## config.mk

```make
export PLATFORM = sky130hd
export DESIGN_NAME = pc_sequencer
export DESIGN_NICKNAME = d
export VERILOG_FILES = /design/src/rtl/pc_sequencer.sv
export SDC_FILE = /design/constraint.sdc
export NUM_CORES = 1
export LEC_CHECK = 0
export CELL_PAD_IN_SITES_DETAIL_PLACEMENT = 2
export CELL_PAD_IN_SITES_GLOBAL_PLACEMENT = 2
export CORE_MARGIN = 4
export CORE_UTILIZATION = 35
export CTS_BUF_LIST = sky130_fd_sc_hd__clkbuf_8
export CTS_CLUSTER_DIAMETER = 150
export CTS_CLUSTER_SIZE = 28
export DETAILED_ROUTE_END_ITERATION = 8
export PLACE_DENSITY = 0.94
export SKIP_CTS_REPAIR_TIMING = 1
export SLEW_MARGIN = 20
export SYNTH_ARGS = -nofsm -noshare
export SYNTH_HDL_FRONTEND = slang
export SYNTH_SLANG_ARGS = --single-unit
```

## constraint.sdc

```tcl
create_clock -name clock -period 2.7 [get_ports clock]
set_input_delay 0.54 -clock clock [delete_from_list [all_inputs] [get_ports clock]]
set_output_delay 0.54 -clock clock [all_outputs]
set_load 0.01 [all_outputs]
```

## src/rtl/pc_sequencer.sv

```systemverilog
// rtl/pc_sequencer.sv - program counter sequencer with relative/absolute branches and a return stack
module pc_sequencer #(
  parameter int PC_W        = 9,
  parameter int OFF_W       = 8,
  parameter int STACK_DEPTH = 4
) (
  input  logic                               clock,
  input  logic                               reset_n,
  input  logic                               start,
  input  logic [PC_W-1:0]                    start_addr,
  input  logic [PC_W-1:0]                    done_addr,
  input  logic                               next_ins,
  input  logic                               branch,
  input  logic [OFF_W-1:0]                   offset,
  input  logic                               jump_abs,
  input  logic [PC_W-1:0]                    target_abs,
  input  logic                               call,
  input  logic                               ret,
  output logic [PC_W-1:0]                    pc,
  output logic                               done,
  output logic                               stack_err,
  output logic [$clog2(STACK_DEPTH+1)-1:0]   depth
);

  localparam int DW = $clog2(STACK_DEPTH + 1);
  // Stack index width; at least one bit so a single-entry stack still has an address.
  localparam int AW = (STACK_DEPTH > 1) ? $clog2(STACK_DEPTH) : 1;
  localparam logic [DW-1:0] DEPTH_FULL = DW'(STACK_DEPTH);

  typedef enum logic [1:0] {
    S_IDLE = 2'd0,
    S_RUN  = 2'd1,
    S_DONE = 2'd2
  } state_t;

  state_t            r_state;
  state_t            w_state_nxt;
  logic [PC_W-1:0]   r_pc;
  logic [PC_W-1:0]   w_pc_nxt;
  logic [DW-1:0]     r_depth;
  logic [DW-1:0]     w_depth_nxt;
  logic              r_err;
  logic              w_err_nxt;
  logic              w_push;

  // Entry contents are never reset: they are only read below the occupancy mark.
  logic [PC_W-1:0]   r_stack [2**AW];

  logic [PC_W-1:0]   w_pc_inc;
  logic [PC_W-1:0]   w_off_ext;
  logic [PC_W-1:0]   w_pc_branch;
  logic [DW-1:0]     w_top_pos;
  logic [AW-1:0]     w_top_idx;
  logic [AW-1:0]     w_push_idx;

  assign w_pc_inc    = r_pc + PC_W'(1);
  assign w_off_ext   = PC_W'($signed(offset));
  assign w_pc_branch = w_pc_inc + w_off_ext;
  assign w_top_pos   = r_depth - DW'(1);
  assign w_top_idx   = w_top_pos[AW-1:0];
  assign w_push_idx  = r_depth[AW-1:0];

  assign pc        = r_pc;
  assign done      = (r_state == S_DONE);
  assign stack_err = r_err;
  assign depth     = r_depth;

  // Next-state decode: start overrides everything, then per-state control priority.
  always_comb begin
    w_state_nxt = r_state;
    w_pc_nxt    = r_pc;
    w_depth_nxt = r_depth;
    w_err_nxt   = r_err;
    w_push      = 1'b0;
    if (start) begin
      w_state_nxt = S_RUN;
      w_pc_nxt    = start_addr;
      w_depth_nxt = '0;
      w_err_nxt   = 1'b0;
    end else begin
      case (r_state)
        S_RUN: begin
          if (r_pc == done_addr) begin
            w_state_nxt = S_DONE;
          end else if (next_ins) begin
            if (ret) begin
              if (r_depth == '0) begin
                w_err_nxt   = 1'b1;
                w_state_nxt = S_DONE;
              end else begin
                w_pc_nxt    = r_stack[w_top_idx];
                w_depth_nxt = r_depth - DW'(1);
              end
            end else if (call) begin
              if (r_depth == DEPTH_FULL) begin
                w_err_nxt   = 1'b1;
                w_state_nxt = S_DONE;
              end else begin
                w_push      = 1'b1;
                w_pc_nxt    = target_abs;
                w_depth_nxt = r_depth + DW'(1);
              end
            end else if (jump_abs) begin
              w_pc_nxt = target_abs;
            end else if (branch) begin
              w_pc_nxt = w_pc_branch;
            end else begin
              w_pc_nxt = w_pc_inc;
            end
          end
        end
        default: begin
          // IDLE and DONE hold everything until start or reset.
        end
      endcase
    end
  end

  // Control state registers with synchronous active-low reset.
  always_ff @(posedge clock) begin
    if (!reset_n) begin
      r_state <= S_IDLE;
      r_pc    <= '0;
      r_depth <= '0;
      r_err   <= 1'b0;
    end else begin
      r_state <= w_state_nxt;
      r_pc    <= w_pc_nxt;
      r_depth <= w_depth_nxt;
      r_err   <= w_err_nxt;
    end
  end

  // Return-address write on a successful call.
  always_ff @(posedge clock) begin
    if (reset_n && w_push) begin
      r_stack[w_push_idx] <= w_pc_inc;
    end
  end

endmodule
```

Word level (Yosys, flattened, before mapping)
Memory sizes are Yosys's and may differ from the RTL's.
Index checks and enable logic that the tools add are counted.
{"block": "op_classes", "n_addsub": 4, "n_eq_ne": 12, "muxes": 35, "bitwise": 2, "n_reduce_logical": 18}
{"op": "two-way mux 9 bit", "n": 10}
{"op": "two-way mux 1 bit", "n": 15}
{"op": "AND reduction 5 bit", "n": 3}
{"op": "two-way mux 2 bit", "n": 6}
{"op": "two-way mux 3 bit", "n": 4}
{"op": "AND reduction 6 bit", "n": 2}
{"op": "nonzero test 2 bit", "n": 5}
{"op": "adder 9 x 1 -> 9 bit (second input constant)", "n": 1}
{"op": "adder 9 bit", "n": 1}
{"op": "== test 9 bit", "n": 1}
{"op": "nonzero test 3 bit", "n": 3}
{"op": "nonzero test 4 bit", "n": 2}
{"op": "inequality test 2 bit (second input constant)", "n": 3}
{"op": "inequality test 4 x 2 -> 1 bit (second input constant)", "n": 1}
{"op": "inequality test 4 bit (second input constant)", "n": 1}
{"op": "adder 3 x 1 -> 3 bit (second input constant)", "n": 1}
{"op": "== test 3 bit (second input constant)", "n": 1}
{"op": "logical NOT 3 bit", "n": 1}
{"op": "inequality test 3 x 1 -> 1 bit (second input constant)", "n": 1}
{"op": "inequality test 3 bit (second input constant)", "n": 1}
{"op": "subtractor 3 x 1 -> 3 bit (second input constant)", "n": 1}
{"op": "== test 2 x 1 -> 1 bit (second input constant)", "n": 1}
{"op": "== test 2 bit (second input constant)", "n": 1}
{"op": "inequality test 2 x 1 -> 1 bit (second input constant)", "n": 1}
{"op": "other kinds (3)", "n": 4}
{"block": "word_totals", "register_bits": 15, "mem_bits_rw": 36, "in_bits": 43, "elab_cells": 77, "mem_count": 1}
{"name": "r_stack", "depth": 4, "word_bits": 9, "rd": 1, "rd_ports_with_merged_regs": 0, "wr": 1, "line": "47", "text": "logic [PC_W-1:0] r_stack [2**AW];"}

Longest topological paths before layout
{"block": "logic_depth", "ltp_word": 11, "ltp_mapped": 11, "ltp_nobuf": 11}

Worst setup path after synthesis
Ideal clock, no wire load.
{"block": "synth_path", "path_type": "flip-flop to flip-flop", "start": "reg r_pc[2], in the netlist pc[2]", "end": "reg r_pc[7], in the netlist pc[7]", "t_arrival_ps": 2466, "slack_ps": 101, "stages_incl_launch_ff": 11, "path_buffers": 1, "period_less_slack_ps": 2599, "cell_sequence": "dfxtp_1 -> buf_2 -> nand3_1 -> nor2_1 -> xor2_1 -> ha_1 -> a21o_1 -> o311ai_0 -> mux2i_1 -> o311ai_0 -> a31oi_1"}
{"block": "synth_via", "elab_chain_cells": 10, "elab_cells_between_ends": 13, "classes_between": "add/sub (2); eq/ne (2); mux (8); reduce/logical (1)"}
{"item": "from (decl)", "line": "38", "text": "logic [PC_W-1:0] r_pc;"}
{"item": "from (signal assigned)", "line": "128", "text": "r_pc <= w_pc_nxt;"}
{"item": "adder 9 x 1 -> 9 bit", "line": "56", "text": "assign w_pc_inc = r_pc + PC_W'(1);"}
{"item": "via w_pc_inc[5]", "line": "49", "text": "logic [PC_W-1:0] w_pc_inc;"}
{"item": "adder 9 bit", "line": "58", "text": "assign w_pc_branch = w_pc_inc + w_off_ext;"}
{"item": "two-way mux 9 bit", "line": "105", "text": "end else if (branch) begin"}
{"item": "two-way mux 9 bit", "line": "103", "text": "end else if (jump_abs) begin"}
{"item": "two-way mux 9 bit", "line": "94", "text": "end else if (call) begin"}
{"item": "two-way mux 9 bit", "line": "86", "text": "if (ret) begin"}
{"item": "two-way mux 9 bit", "line": "85", "text": "end else if (next_ins) begin"}
{"item": "two-way mux 9 bit", "line": "83", "text": "if (r_pc == done_addr) begin"}
{"item": "two-way mux 9 bit", "line": "81", "text": "case (r_state)"}
{"item": "two-way mux 9 bit", "line": "75", "text": "if (start) begin"}
The timed path passes the listed nets, and every way through them passes these cells. The select of a mux whose other input is x is not followed.
A chain may end at the register's enable or synchronous reset.

Final worst setup path
{"block": "layout_path", "start": "reg r_pc[0], in the netlist pc[0]", "end": "reg r_pc[8], in the netlist pc[8]"}
Same word-level chain as after synthesis.

==> summary.md <==
| Metric | Value |
|---|---|
| Root buffer cell | `clkbuf_8` |
| Worst-margin pin slew | `just under 0.6 ns` |
| Post-Syn Instances | `268` |
| Pin count of the biggest net entering global routing | `22` |
| PD cells | `450 nW/µm²` |
| Met3 usage | `under 10%` |
| H-Tree Depth | `2` |
| Post-route DRC | `0` |
| First-pass detailed-route iteration total | `5` |
| Failing checks | `negative setup slack` |
| Gpl congestion | `roughly 0.82` |
| Drt initial violations | `roughly 170` |
| Via density | `between 5 and 6` |
| Crit path max fanout | `4` |
| Status | `finished with violations` |
| I/O Pins | `57` |
| Internal | `~1.3 mW` |
| Syn Nets | `roughly 330` |
| Global-route wire length before repair | `roughly 17000 µm` |
| Sequential group share of total power | `between 40% and 50%` |
| GR Util met2 | `a little over 40%` |
| # clock sinks | `roughly 50` |
| Async SR Flop Fraction | `0%` |
| FF+latch area | `~1400 µm²` |
| Max VDD drop | `approximately 290 µV` |
| Met1 usage | `about 29%` |
| Crit path DAT | `~3.1 ns` |
| Layout cell share with drive strength beyond 1 | `23.6%` |
| Max Cap Viol | `0` |
| Area growth from synthesis to layout | `38.6%` |
| Fill count | `just over 800` |
| CTS clk-pin slew, worst paths | `around 0.11 ns` |
| Util after Layout | `50.2%` |
| Cell Count, Final, Fillers Out | `between 400 and 500` |
| GRT overflow | `0` |
| Leak | `~1.5 nW` |
| Req. time, crit path | `2.93 ns` |
| CP delay by family, top | `simple AND/OR/NAND/NOR gates` |
| Worst path cell trace | `ha_1, nand3_1, xnor2_1, ha_2, a21oi_2, o21ai_1, a21oi_2, xor2_1, or4_4, a31oi_4` |
| TritonCTS clock tree | `yes` |
| Number of enable flip-flop cells after synthesis | `36` |
| Cts bufs inserted | `5` |
| Multi-input logic area | `about 1600 µm²` |
| PortBufs | `between 50 and 60` |
| Final setup vio count | `4` |
| HP Class | `register to register` |
| Die footprint | `10100 µm²` |
| All-Layer GR Usage | `23.1%` |
| Slew HR | `between 60% and 70%` |
| Clock Latency Late Sink | `around 0.32 ns` |
| Netlist cell types | `52` |
| Sequential area share after synthesis | `between 40 and 50%` |
| Setup ws final | `-0.157 ns` |
| Initial core utilization | `36.2%` |
| Crit-path max cell delay | `~0.47 ns` |
| Placement Cell Area | `around 3900 µm²` |
| Core area | `about 8300 µm²` |
| Peak Freq | `350 MHz` |
| Final nets | `between 400 and 500` |
| Rows | `33` |
| Post-route cell area | `4150 µm²` |
| Max-slew violation count | `0` |
| Minimum clock period | `around 2.9 ns` |
| Slowest cell on crit path | `or4_4` |
| Clock share of power | `26.5%` |
| Psw | `approximately 0.6 mW` |
| Dpl hpwl | `roughly 8400 µm` |
| Tcrit/Tclk final | `106%` |
| Hold Fails Final Rpt | `0` |
| Antenna Nets Post-Route | `0` |
| Largest buffer count on any clock path | `2` |
| Buf/Inv on CP | `0` |
| Width of the die | `roughly 100 µm` |
| Cell mode on critical path | `a21oi_2` |
| Routed WL | `12300 µm` |
| Vert. Die Dim | `approximately 100 µm` |
| CP Launch Type | `register` |
| Synthesized area | `roughly 3000 µm²` |
| Layout Skew | `0.0174 ns` |
| Most Crowded Layer GR | `met2` |
| Number of cells after detailed placement | `between 400 and 500` |
| Post-Syn Area per Cell | `around 11 µm²` |
| FF+latch count, synth | `51` |
| Kind of critical path | `register to register` |
| Crit. End Element | `register` |
| Vias | `around 2700` |
| Initial antenna violation count | `0` |
| Yosys warning total | `0` |
| Ant. Diodes | `0` |
| Routed wire per std cell | `about 27 µm` |
| Ys flop type | `edfxtp_1` |
| Vias in the first global route | `approximately 3000` |
| Logic pwr share | `a little over a quarter` |
| Switching Fraction | `between 30% and 40%` |
==> final cells by class <==
cell class                 count  share of cell area [%]
clock buffer                   5                    1.66
clock inverter                 3                   0.694
inverter                      11                   0.996
multi-input combinational    195                    38.9
sequential                    51                    33.5
tap                          105                    3.17
timing repair buffer          91                    21.1
==> placed cells by master (no fill, tap or decap), types with 3 or more instances in the layout <==
cell              n
a211oi_1          7
a21o_1            3
a21oi_1          10
a21oi_2           3
and2_1            6
and3_1            6
buf_12            4
buf_4            31
clkbuf_8          5
clkdlybuf4s50_1  56
dfxtp_1          10
dfxtp_2           5
edfxtp_1         36
ha_1             13
inv_1             8
mux2i_1           4
mux4_2            9
nand2_1          19
nand3_1           7
nor2_1           20
o211ai_1          5
o21ai_0          11
o311ai_0          3
xnor2_1           4
xor2_1           15
==> registers in the layout, summed over array words and instances (netlist names) <==
register / count
depth: 3
pc: 9
r_stack: 36
r_state: 2
stack_err: 1
==> final timing paths <==
path / depth (start not counted) / slack [ns] / end / start
max: 10 / -0.16 / pc[8]$_SDFFE_PN0P_ / pc[0]$_SDFFE_PN0P_
min: 2 / 0.52 / stack_err$_SDFFE_PP0P_ / stack_err$_SDFFE_PP0P_
max reg2reg: 10 / -0.16 / pc[8]$_SDFFE_PN0P_ / pc[0]$_SDFFE_PN0P_
min reg2reg: 2 / 0.52 / stack_err$_SDFFE_PP0P_ / stack_err$_SDFFE_PP0P_
==> logic make-up after synthesis <==
kind of cell	synth area share [%]
xor gates and xnor gates	6.44
AOI/OAI and AO/OA	16.6
buffers and inverters	3.39
and+or+nand+nor	12.3
DFF	46.2
adders and majority gates	6.94
muxes	8.11
==> cells in the mapped netlist (3+ instances only) <==
master    count  area [µm²]
o311ai_0      4        35.0
clkbuf_1      6        22.5
a211oi_1      8        60.1
o21ai_0      13        65.1
buf_2         3        15.0
xor2_1       17         149
a21o_1        3        22.5
and2_1        6        37.5
edfxtp_1     36        1080
nor3_1        3        15.0
inv_1         9        33.8
nand2_1      19        71.3
o211ai_1      5        37.5
a31oi_1       3        18.8
ha_1         15         188
nor2_1       22        82.6
and3_1        6        37.5
mux2i_1       4        40.0
nand3_1       8        40.0
a21oi_1      13        65.1
dfxtp_1      15         300
mux4_2        9         203
xnor2_1       5        43.8
==> through the flow <==
stage	hold WS [ns]	setup TNS (ns)	power [mW]	setup slack, ns
after floorplan	0.437	0	1.10	0.101
after global placement	0.451	-0.743	1.30	-0.238
after detailed placement	0.491	-1.38	1.34	-0.318
after CTS	0.518	-0.613	1.83	-0.261
after global routing	0.556	-0.619	1.94	-0.214
final	0.518	-0.297	1.87	-0.157
==> power groups by stage <==
stage | Combinational, mW | Clock, mW | Sequential (mW)
after floorplan | 0.209 | 0 | 0.894
after global placement | 0.412 | 0 | 0.891
after detailed placement | 0.443 | 0 | 0.892
after CTS | 0.454 | 0.500 | 0.876
after global routing | 0.529 | 0.530 | 0.881
final | 0.492 | 0.494 | 0.879
==> worst register-to-register path, stage by stage, from the launching register on <==
cell and delay [ns]:
dfxtp_2 0.43, ha_1 0.27, nand3_1 0.14, xnor2_1 0.35, ha_2 0.33, a21oi_2 0.09, o21ai_1 0.25, a21oi_2 0.07
xor2_1 0.17, or4_4 0.47, a31oi_4 0.20
==> layer usage <==
layer / up-vias / part of all wire [%]
li1: 1178 / -
met1: 1343 / 40
met2: 119 / 50
met3: 34 / 5.5
met4: 0 / 4.6
met5: - / 0
No activity file was read; power rests on OpenSTA's default activity.
